### src/rtl/peripheral_display_pkg.sv
// Shared display codes and converter state encoding for the seven-segment front-end.
package peripheral_display_pkg;

  // Must match the special codes decoded by peripheral_deco7seg.
  localparam logic [3:0] DIGIT_BLANK = 4'hF;
  localparam logic [3:0] DIGIT_MINUS = 4'hB;

  typedef enum logic [1:0] {
    IDLE   = 2'd0,
    SHIFT  = 2'd1,
    COMMIT = 2'd2
  } state_t;

endpackage

### src/rtl/bcd_add3.sv
// Double-dabble nibble correction: a digit of 5 or more gets +3 before the shift.
module bcd_add3 (
  input  logic [3:0] din,
  output logic [3:0] dout
);

  assign dout = (din >= 4'd5) ? din + 4'd3 : din;

endmodule

### src/rtl/peripheral_bin2digits.sv
// Signed binary to decimal digit codes for the six-digit display, via sequential double-dabble.
module peripheral_bin2digits
  import peripheral_display_pkg::*;
#(
  parameter int WIDTH       = 16,
  parameter int NUM_DIGITS  = 5,
  parameter int BLANK_ZEROS = 1
) (
  input  logic                      clk,
  input  logic                      reset,
  input  logic                      we,
  input  logic [WIDTH-1:0]          wdata,
  output logic                      busy,
  output logic                      valid,
  output logic [4*(NUM_DIGITS+1)-1:0] digits,
  output state_t                    state_dbg
);

  localparam int BW = 4 * NUM_DIGITS;
  localparam int CW = $clog2(WIDTH + 1);
  localparam logic [4*(NUM_DIGITS+1)-1:0] DIGITS_RST = {{NUM_DIGITS{DIGIT_BLANK}}, 4'h0};

  // Handshake: we is a single-cycle strobe and is always accepted; writes arriving
  // while a conversion runs land in a one-deep pending slot (newest write wins).
  // valid pulses for one cycle when digits change; busy covers SHIFT, COMMIT and the valid cycle.

  state_t             state;
  logic [CW-1:0]      cnt;
  logic [BW-1:0]      bcd;
  logic [BW-1:0]      bcd_adj;
  logic [WIDTH-1:0]   mag;
  logic               sign_r;
  logic               pend_flag;
  logic [WIDTH-1:0]   pend_data;
  logic               valid_r;
  logic [WIDTH-1:0]   src;
  logic [4*(NUM_DIGITS+1)-1:0] disp;
  logic               seen;
  logic [3:0]         nib;

  genvar g;
  generate
    for (g = 0; g < NUM_DIGITS; g++) begin : g_add3
      bcd_add3 u_add3 (
        .din  (bcd[4*g +: 4]),
        .dout (bcd_adj[4*g +: 4])
      );
    end
  endgenerate

  // A fresh write in the start cycle is newer than anything pending.
  assign src = we ? wdata : pend_data;

  // Leading-zero blanking scans from the most significant magnitude digit down.
  always_comb begin
    disp = '0;
    seen = 1'b0;
    nib  = 4'h0;
    disp[3:0] = bcd[3:0];
    for (int i = NUM_DIGITS - 1; i >= 1; i--) begin
      nib = bcd[4*i +: 4];
      if (nib != 4'h0) seen = 1'b1;
      disp[4*i +: 4] = ((BLANK_ZEROS != 0) && !seen) ? DIGIT_BLANK : nib;
    end
    disp[4*NUM_DIGITS +: 4] = (sign_r && (bcd != '0)) ? DIGIT_MINUS : DIGIT_BLANK;
  end

  always_ff @(posedge clk or posedge reset) begin
    if (reset) begin
      state     <= IDLE;
      cnt       <= '0;
      bcd       <= '0;
      mag       <= '0;
      sign_r    <= 1'b0;
      pend_flag <= 1'b0;
      pend_data <= '0;
      valid_r   <= 1'b0;
      digits    <= DIGITS_RST;
    end else begin
      valid_r <= 1'b0;
      case (state)
        IDLE: begin
          if (we || pend_flag) begin
            sign_r    <= src[WIDTH-1];
            mag       <= src[WIDTH-1] ? (~src + WIDTH'(1)) : src;
            bcd       <= '0;
            cnt       <= CW'(WIDTH);
            pend_flag <= 1'b0;
            state     <= SHIFT;
          end
        end
        SHIFT: begin
          {bcd, mag} <= {bcd_adj[BW-2:0], mag, 1'b0};
          cnt        <= cnt - CW'(1);
          if (cnt == CW'(1)) state <= COMMIT;
        end
        COMMIT: begin
          digits  <= disp;
          valid_r <= 1'b1;
          state   <= IDLE;
        end
        default: state <= IDLE;
      endcase
      if (we && (state != IDLE)) begin
        pend_flag <= 1'b1;
        pend_data <= wdata;
      end
    end
  end

  assign valid     = valid_r;
  assign busy      = (state != IDLE) || valid_r;
  assign state_dbg = state;

endmodule

### config.mk
export PLATFORM = sky130hd
export DESIGN_NAME = peripheral_bin2digits
export DESIGN_NICKNAME = d
export VERILOG_FILES = /design/src/rtl/peripheral_display_pkg.sv /design/src/rtl/bcd_add3.sv /design/src/rtl/peripheral_bin2digits.sv
export SDC_FILE = /design/constraint.sdc
export NUM_CORES = 1
export LEC_CHECK = 0
export BUFFER_PORTS_ARGS = -buffer_cell sky130_fd_sc_hd__clkbuf_2
export CORE_ASPECT_RATIO = 1.25
export CORE_UTILIZATION = 25
export CTS_BUF_LIST = sky130_fd_sc_hd__clkbuf_8
export CTS_CLUSTER_DIAMETER = 50
export DETAILED_ROUTE_END_ITERATION = 8
export PLACE_DENSITY = 0.49
export SKIP_CTS_REPAIR_TIMING = 1
export SYNTH_ARGS = -nofsm -noshare
export SYNTH_HDL_FRONTEND = slang
export SYNTH_SLANG_ARGS = --single-unit
### constraint.sdc
create_clock -name clk -period 3.4 [get_ports clk]
set_input_delay 0.34 -clock clk [delete_from_list [all_inputs] [get_ports clk]]
set_output_delay 0.34 -clock clk [all_outputs]
set_load 0.02 [all_outputs]
==> results_dict.tcl, run 1 <==
set metrics [dict create \
    p_per_area_nw_per_um2 870 \
    dr_total_vias 3375 \
    min_path_type "in -> async" \
    synth_async_sr_flop_share_pct 100 \
    crit_family "simple AND/OR/NAND/NOR gates" \
    report.final.slew_viol_count 0 \
    chipHeight_um 153 \
    num_rows 54 \
    cts_tree "built" \
    grt_start_max_net_pins 56 \
    wl_per_cell_um 14.7 \
    cts_root_buf "clkbuf_8" \
    synthDistinctLibCells 56 \
    critical_path_class "reg -> reg" \
    grt_pass1_vias 3381 \
    start_util_pct 25.8 \
    place.gp.congestion 0.815 \
    gr-usage-all-layers_pct 11.7 \
    vias_per_cell 4.77 \
    synth-seq-cells 83 \
    antenna_left 0 \
    dieArea_um2 18800 \
    critPathLaunchType "register" \
    final_nets 514 \
    fmax_ghz 0.430 \
    ys_warn_count 0 \
    yosys.area_share.xor_xnor_pct 4.04 \
    drive_gt1_share_pct 26.1 \
    arrival_ns 2.59 \
    skew_ns 0.0146 \
    n_antenna_cell 0 \
    worst_pin_slew_ns 0.970 \
    synthMuxAreaShare_pct 9.97 \
    clkPwrFrac_pct 16.6 \
    gr-total-overflow 0 \
    synthCells 438 \
    synth_compound_area_share_pct 16.1 \
    yosysTopAreaCell "dfrtp_1" \
    min_period_ns 2.32 \
    relSlewSlack_pct 35.3 \
    max_stage_delay_ns 0.68 \
    worstSetupEndpointType "register" \
    final_cell_count_no_fill 707 \
    crit_required_ns 3.67 \
    rr_worst_depth 5 \
    dp.cells 691 \
    synth-adder-area-share_pct 4.67 \
    p_seq_share_pct 40.4 \
    portBuffers 43 \
    critPathMaxFanout 13 \
    rsz0062_at_grt "false" \
    worst_ir_drop_vdd_mv 0.204 \
    finalHoldViolations 0 \
    status "finished clean" \
    cts.sinks 83 \
    die_w_um 123 \
    swShare_pct 40.1 \
    p_comb_share_pct 43.0 \
    final_cell_mix "dfrtp_1, nor2_1, clkbuf_2, o21ai_0, a21oi_1" \
    p_leak_nw 2.16 \
    syn_avg_cell_area_um2 10.4 \
    final_common_cell "dfrtp_1" \
    drv_cap 0 \
    synth_top_family_by_area "compound AO/OA/AOI/OAI gates" \
    wl_mm 10.4 \
    finalCritPeriodShare_pct 68.3 \
    coreArea_um2 17600 \
    num_io_pins 47 \
    synthTopCellsByArea "dfrtp_1, dfstp_2, mux2_2, ha_1, nor2_1" \
    ys_dominant_reg_cell "dfrtp_1" \
    synth_area_um2 4560 \
    path_buf_inv 1 \
    synth-seq-area-share_pct 46.1 \
    crit_path_top_delay_cell "or2_0" \
    drt-initial-drc-count 139 \
    grt_pass1_wl_mm 17.0 \
    clk_pin_slew_ns 0.09 \
    hpwlAfterDp_mm 7.47 \
    internal-power_mw 2.70 \
    synth_top_area_share_pct 36.3 \
    setup_viol 0 \
    antenna_found_initial 0 \
    clock_path_buffers 2 \
    route.detailed.drc 0 \
    worstPathCellList "nor3_1 -> or2_0 -> buf_4 -> a2111oi_2 -> a221o_1" \
    numCtsBuffers 9 \
    switching_power_mw 1.81 \
    yosys.area_share.simple_pct 14.4 \
    htreeDepth 3 \
    insertion_delay_ns 0.38 \
    fin_tns_setup_ns 0 \
    cp.depth 5 \
    syn_to_final_growth_pct 13.9 \
    firstDrtPassIters 4 \
    synth_edf_count 0 \
    holdWs_ns 0.119 \
]
[area by class of cell]
| type | instances | area [um2] |
|---|---|---|
| inverters | 15 | 57.6 |
| repair buffers | 53 | 290 |
| clock buffers | 12 | 165 |
| clock inverters | 4 | 41.3 |
| flip-flops and latches | 83 | 2100 |
| multi-input cells | 316 | 2250 |
| fillers | 1862 | 12400 |
| well taps | 224 | 280 |
[sequential cells by signal, indices dropped and copies added, names as in the netlist]
signal	cells
state_dbg	2
bcd	20
pend_flag	1
cnt	5
mag	16
sign_r	1
pend_data	16
digits	21
valid	1
[Yosys cell counts (6+ instances only)]
cell,count
dfrtp_1,66
inv_1,15
o22ai_1,15
nand2_1,23
nand2b_1,7
nor3b_1,6
dfstp_2,17
buf_2,11
mux2_2,23
a21oi_1,24
xor2_1,6
nor3_1,12
o21ai_0,29
nor2_1,46
mux2i_1,15
ha_1,17
a22oi_1,6
xnor2_1,15
[per-stage QoR]
stage          area, um2  setup WS (ns)  util [%]  power [mW]
2_1_floorplan       4560          0.951         -        3.26
3_3_place_gp        4980           1.03      28.2        3.75
3_5_place_dp        4980          0.992      28.2        3.80
4_1_cts             5190           1.07      29.4        4.58
5_1_grt             5190          0.903      29.4        4.88
6_report            5190           1.08      29.4        4.51
[layer usage]
metal  vias to the layer above  GRT usage (%)  part of all wire (%)
li1                       1655              -                     -
met1                      1648           14.6                    46
met2                        58           19.1                    49
met3                        14           2.54                   3.7
met4                         0           4.94                   1.9
met5                         -              0                     0
[worst paths after layout]
check / startpoint / end / slack [ns]
worst max-delay path: state_dbg[0] / mag[14] / 1.08
max in group asynchronous: reset / digits[5] / 2.43
min in group clk: wdata[14] / pend_data[14] / 0.22
worst max register to register: state_dbg[0] / mag[14] / 1.08
worst min register to register: sign_r / digits[22] / 0.44
worst min-delay path: reset / cnt[1] / 0.12
[cells by family after synthesis]
family / after synthesis
AND/OR/NAND/NOR: 122
adder cells (fa/ha/maj): 17
AO/OA/AOI/OAI: 113
multiplexers: 40
flip-flops: 83
buffers and inverters: 41
other: 1
XOR/XNOR: 21
[power groups by stage]
| stage | sequential (mW) | clock [mW] | combinational [mW] |
|---|---|---|---|
| final | 1.82 | 0.751 | 1.94 |
| after global routing | 1.90 | 0.818 | 2.17 |
| after CTS | 1.83 | 0.785 | 1.97 |
| after detailed placement | 1.85 | 0 | 1.96 |
| after global placement | 1.84 | 0 | 1.91 |
| after floorplan | 1.90 | 0 | 1.35 |
[worst reg2reg max path, stage by stage, from the launching register on]
cell,delay (ns)
dfrtp_1,0.53
nor3_1,0.37
or2_0,0.68
buf_4,0.33
a2111oi_2,0.06
a221o_1,0.26
No activity file was read; power rests on OpenSTA's default activity.
==> inputs of run 2 (changes only) <==
--- a/config.mk
+++ b/config.mk
@@ -11,7 +11,7 @@
 export CTS_BUF_LIST = sky130_fd_sc_hd__clkbuf_8
 export CTS_CLUSTER_DIAMETER = 50
 export DETAILED_ROUTE_END_ITERATION = 8
-export PLACE_DENSITY = 0.49
+export PLACE_DENSITY = 0.51
 export SKIP_CTS_REPAIR_TIMING = 1
 export SYNTH_ARGS = -nofsm -noshare
 export SYNTH_HDL_FRONTEND = slang
==> constraint.sdc (replaced) <==
create_clock -name clk -period 2 [get_ports clk]
set_input_delay 0.2 -clock clk [delete_from_list [all_inputs] [get_ports clk]]
set_output_delay 0.2 -clock clk [all_outputs]
set_load 0.02 [all_outputs]
==> run 2 against run 1 <==
  * Combinational power up 81%
  * Largest power group unchanged
  * Worst setup slack worse by 0.94 ns
  * Clock skew down 0.0017 ns
  * Sequential share of layout area down 1.5 points
  * Worst hold slack worse by 0.038 ns
==> results_dict.tcl, run 2 (same netlist as run 1, synthesis figures left out) <==
set metrics [dict create \
    chipHeight_um 153 \
    worst_slack_ns 0.133 \
    worst_ir_drop_vdd_mv 0.409 \
    relSlewSlack_pct 60.5 \
    top_regs "digits (21), bcd (20)" \
    clock_path_buffers 2 \
    p_per_area_nw_per_um2 1450 \
    cp-startpoint "pend_data[1]" \
    finalHoldViolations 0 \
    drive_gt1_share_pct 29.4 \
    place_worst_setup_slack_ns 0.0535 \
    die_w_um 123 \
    reg2reg_slack_ns 0.13 \
    final_nets 531 \
    report.final.slew_viol_count 0 \
    rsz0062_at_grt "false" \
    hpwlAfterDp_mm 7.75 \
    top_register "digits" \
    cts_root_buf "clkbuf_8" \
    start_util_pct 25.8 \
    dieArea_um2 18800 \
    max_stage_delay_ns 0.41 \
    min_period_ns 1.87 \
    cts.sinks 83 \
    arrival_ns 2.12 \
    worstSetupEndpointType "register" \
    setup_viol 0 \
    final_cell_count_no_fill 724 \
    coreArea_um2 17600 \
    hold-path-cell-count 2 \
    numCtsBuffers 9 \
    worst_pin_slew_ns 0.591 \
    status "finished clean" \
    rr_worst_depth 6 \
    hold_end "pend_data[14]" \
    clk_pin_slew_ns 0.08 \
    route.detailed.drc 0 \
    firstDrtPassIters 4 \
    critPathLaunchType "register" \
    grt_pass1_vias 3613 \
    rr_startpoint "pend_data[1]" \
    largest_register_ff_count 21 \
    drv_cap 0 \
    cts_tree "built" \
    antenna_left 0 \
    crit_family "simple AND/OR/NAND/NOR gates" \
    r2r-end "mag[12]" \
    num_rows 54 \
    worstPathCellList "mux2i_2 -> ha_2 -> nor4b_4 -> o22ai_2 -> or3_1 -> a32o_1" \
    critical_path_class "reg -> reg" \
    dr_total_vias 3421 \
    critPathMaxFanout 5 \
    gr-total-overflow 0 \
    hold_start "wdata[14]" \
    wl_per_cell_um 14.6 \
    crit_path_top_delay_cell "dfrtp_1" \
    antenna_found_initial 0 \
    drt-initial-drc-count 128 \
    finalCritPeriodShare_pct 93.4 \
    gr-usage-all-layers_pct 12.3 \
    skew_ns 0.0130 \
    num_io_pins 47 \
    insertion_delay_ns 0.38 \
    crit_required_ns 2.26 \
    grt_start_max_net_pins 38 \
    portBuffers 43 \
    fin_tns_setup_ns 0 \
    p_leak_nw 2.27 \
    wl_mm 10.5 \
    final_common_cell "dfrtp_1" \
    fmax_ghz 0.535 \
    place.gp.congestion 0.950 \
    final_cell_mix "dfrtp_1, nor2_1, clkbuf_2, o21ai_0, a21oi_1" \
    grt_pass1_wl_mm 17.9 \
    vias_per_cell 4.73 \
    min_path_type "in -> reg" \
    path_buf_inv 0 \
    dp.cells 707 \
    n_antenna_cell 0 \
    totalPowerFinal_mw 7.82 \
    htreeDepth 3 \
    syn_to_final_growth_pct 18.4 \
]
==> run 2: cell count changes in the layout (fill, tap and decap cells not counted), sizes merged <==
cell,before,now
clkinv,1,4
buf,10,26
clkinvlp,0,1
dlygate4sd3,0,1
clkbuf,55,53
inv,17,15
==> run 2: worst max path at each step <==
stage / endpoint / slack (ns) / depth (start not counted)
after global routing: mag[12] / 0.006 / 6
after floorplan: mag[12] / 0.009 / 9
final: mag[12] / 0.13 / 6
after global placement: mag[12] / 0.11 / 7
after detailed placement: mag[12] / 0.05 / 7
after CTS: mag[12] / 0.11 / 6
==> run 2: layout make-up <==
type	count	area [um2]
Multi-Input combinational cell	316	2280
Clock buffer	10	138
Clock inverter	6	57.6
Fill cell	1813	12200
Sequential cell	83	2100
Tap cell	224	280
Inverter	15	60.1
Timing Repair Buffer	70	483
==> run 2: layer usage <==
layer	global-route usage [%]	part of all wire, %	up-vias
met5	0	0	-
met4	5.52	2.4	0
met3	2.43	4.0	17
met2	20.2	49	73
met1	15.3	44	1649
li1	-	-	1682
==> run 2: metrics by stage <==
stage | hold WS [ns] | utilization [%] | area (um2)
floorplan | 0.351 | - | 4600
global placement | 0.295 | 29.4 | 5180
detailed placement | 0.305 | 29.4 | 5180
CTS | -0.106 | 30.5 | 5380
global route | 0.0661 | 30.6 | 5390
finish | 0.0807 | 30.6 | 5390
==> run 2: worst reg2reg max path, stage by stage, from the launching register on <==
cell and delay [ns]:
dfrtp_1 0.41, mux2i_2 0.19, ha_2 0.23, nor4b_4 0.24, o22ai_2 0.14, or3_1 0.32, a32o_1 0.22
==> run 2: report_power, final <==
group | switching [mW] | total (mW) | internal [mW]
Combinational | 1.94 | 3.51 | 1.57
Clock | 0.619 | 1.22 | 0.602
Sequential | 0.576 | 3.08 | 2.51
==> inputs of run 3 (changes only) <==
--- a/config.mk
+++ b/config.mk
@@ -5,13 +5,14 @@
 export SDC_FILE = /design/constraint.sdc
 export NUM_CORES = 1
 export LEC_CHECK = 0
+export ABC_AREA = 1
 export BUFFER_PORTS_ARGS = -buffer_cell sky130_fd_sc_hd__clkbuf_2
 export CORE_ASPECT_RATIO = 1.25
-export CORE_UTILIZATION = 25
+export CORE_UTILIZATION = 55
 export CTS_BUF_LIST = sky130_fd_sc_hd__clkbuf_8
 export CTS_CLUSTER_DIAMETER = 50
 export DETAILED_ROUTE_END_ITERATION = 8
-export PLACE_DENSITY = 0.51
+export PLACE_DENSITY = 0.87
 export SKIP_CTS_REPAIR_TIMING = 1
 export SYNTH_ARGS = -nofsm -noshare
 export SYNTH_HDL_FRONTEND = slang
==> run 3 against run 2 <==
  * The flow now finishes with violations (design-rule violations)
  * Via count up 16%
  * Combinational power is 6.3% higher
  * Die area is 53% lower
  * Clock power shrank 4%
  * Clock skew increased by 0.0015 ns
  * Worst hold slack better by 0.020 ns
  * Cell count up 1.9%
  * Critical path type unchanged
==> results_dict.tcl, run 3 <==
set metrics [dict create \
    worst_ir_drop_vdd_mv 0.639 \
    grt_pass1_vias 3797 \
    cts_tree "built" \
    portBuffers 43 \
    rr_startpoint "state_dbg[0]" \
    synth_top_area_share_pct 35.7 \
    yosys-top-cells-count "nand2_1, inv_1, dfrtp_1" \
    post-route-util_pct 62.6 \
    worstSetupEndpointType "register" \
    syn_avg_cell_area_um2 7.81 \
    arrival_ns 2.08 \
    gr-total-overflow 0 \
    synthMuxAreaShare_pct 0 \
    insertion_delay_ns 0.37 \
    critPathMaxFanout 27 \
    totalPowerFinal_mw 7.93 \
    num_io_pins 47 \
    cts_root_buf "clkbuf_8" \
    top_regs "digits (21), bcd (20)" \
    synth.most_common_cell "nand2_1" \
    wl_mm 9.74 \
    synthDistinctLibCells 38 \
    setup_viol 0 \
    finalCritPeriodShare_pct 90.6 \
    largest_register_ff_count 21 \
    fin_tns_setup_ns 0 \
    synth_area_um2 4620 \
    route.detailed.drc 8 \
    status "finished, violations left" \
    yosysTopAreaCell "dfrtp_1" \
    clkPwrFrac_pct 14.8 \
    p_leak_nw 2.64 \
    syn_to_final_growth_pct 11.0 \
    synth-adder-area-share_pct 4.60 \
    place_area_um2 4920 \
    hold-path-cell-count 3 \
    numCtsBuffers 9 \
    yosys.area_share.simple_pct 24.2 \
    synth_top_family_by_area "simple AND/OR/NAND/NOR gates" \
    design_area_um2 5130 \
    internal-power_mw 4.43 \
    antenna_found_initial 0 \
    wl_per_cell_um 13.2 \
    grt_start_max_net_pins 38 \
    chipHeight_um 104 \
    die_w_um 84.0 \
    p_per_area_nw_per_um2 1550 \
    coreArea_um2 8190 \
    htreeDepth 3 \
    skew_ns 0.0145 \
    critPathLaunchType "register" \
    final_cell_mix "nand2_1, inv_1, dfrtp_1, o21ai_0, nor2_1" \
    min_path_type "in -> reg" \
    swShare_pct 44.2 \
    hpwlAfterDp_mm 6.93 \
    worst_pin_slew_ns 0.797 \
    n_antenna_cell 0 \
    num_rows 37 \
    final_nets 672 \
    synthCells 592 \
    ys_dominant_reg_cell "dfrtp_1" \
    cts.sinks 83 \
    switching_power_mw 3.50 \
    clock_path_buffers 2 \
    synth_async_sr_flop_share_pct 100 \
    vias_per_cell 5.36 \
    finalHoldViolations 0 \
    violations "design-rule violations" \
    drv_cap 0 \
    final_common_cell "nand2_1" \
    firstDrtPassIters 7 \
    hold_end "pend_data[14]" \
    place.gp.congestion 0.852 \
    p_seq_share_pct 38.2 \
    fmax_ghz 0.552 \
    min_period_ns 1.81 \
    synth_edf_count 0 \
    top_register "digits" \
    reg2reg_slack_ns 0.19 \
    clk_pin_slew_ns 0.08 \
    r2r-end "mag[1]" \
    drive_gt1_share_pct 18.3 \
    rsz0062_at_grt "false" \
    synth-seq-cells 83 \
    synth_compound_area_share_pct 14.6 \
    antenna_left 0 \
    ys_warn_count 0 \
    rr_worst_depth 8 \
    start_util_pct 56.4 \
    relSlewSlack_pct 46.8 \
    gr-usage-all-layers_pct 23.5 \
    drt-initial-drc-count 230 \
    dieArea_um2 8770 \
    synthTopCellsByArea "dfrtp_1, nand2_1, dfstp_2, inv_1, o21ai_0" \
    grt_pass1_wl_mm 16.5 \
    critical_path_class "reg -> reg" \
    yosys.area_share.xor_xnor_pct 1.52 \
    synth-seq-area-share_pct 45.4 \
    dr_total_vias 3957 \
    hold_start "wdata[14]" \
    p_comb_share_pct 47.0 \
    report.final.slew_viol_count 0 \
    crit_required_ns 2.27 \
]
run 3: cells by family (layout without fill, tap and decap cells):
family                     after synthesis  after routing
DFF                                     83             83
adders and majority gates               17             17
AOI/OAI and AO/OA                      118            118
other                                    1              3
buffers and inverters                  105            152
xor gates and xnor gates                 8              8
and+or+nand+nor                        260            260
run 3: final cells by class:
type                    instances  area (um2)
inverters                      82         312
clock inverters                 4        25.0
clock buffers                  12         165
repair buffers                 54         313
well taps                      97         121
fillers                       684        3070
flip-flops and latches         83        2100
multi-input cells             406        2090
run 3: power by group through the flow:
stage | logic [mW] | clock network [mW] | registers [mW]
final | 3.73 | 1.17 | 3.03
after global routing | 4.23 | 1.24 | 3.12
after CTS | 3.72 | 1.18 | 3.03
after detailed placement | 3.68 | 0 | 3.06
after global placement | 3.53 | 0 | 3.01
after floorplan | 2.54 | 0 | 3.24
run 3: critical path, cell delays in order, from the launching register on:
cell and delay [ns]:
dfrtp_1 0.41, nor2_1 0.23, inv_2 0.13, nor2_4 0.22
nor2_2 0.07, inv_2 0.10, buf_4 0.29, o21ai_0 0.13
o22ai_1 0.15
run 3: worst max path at each step:
| stage | startpoint | end | slack, ns | cells past startpoint |
|---|---|---|---|---|
| floorplan | state_dbg[1] | cnt[4] | 0.42 | 9 |
| global placement | bcd[16] | digits[6] | 0.27 | 10 |
| CTS | bcd[16] | digits[22] | 0.11 | 10 |
| global route | bcd[16] | digits[7] | 0.02 | 10 |
| finish | state_dbg[0] | mag[1] | 0.19 | 8 |
| detailed placement | bcd[16] | digits[4] | 0.14 | 10 |
run 3: layer usage:
metal / routed length (um) / up-vias / global-route usage [%]
li1: - / 1986 / -
met1: 4140 / 1859 / 27.5
met2: 5080 / 90 / 42.0
met3: 285 / 22 / 3.33
met4: 229 / 0 / 11.0
met5: 0 / - / 0
run 3: metrics by stage:
stage | hold WS, ns | std cells | setup WS [ns]
2_1_floorplan | 0.366 | 594 | 0.415
3_3_place_gp | 0.266 | 721 | 0.275
3_5_place_dp | 0.283 | 721 | 0.140
4_1_cts | -0.114 | 737 | 0.111
5_1_grt | 0.116 | 738 | 0.0173
6_report | 0.101 | 738 | 0.188
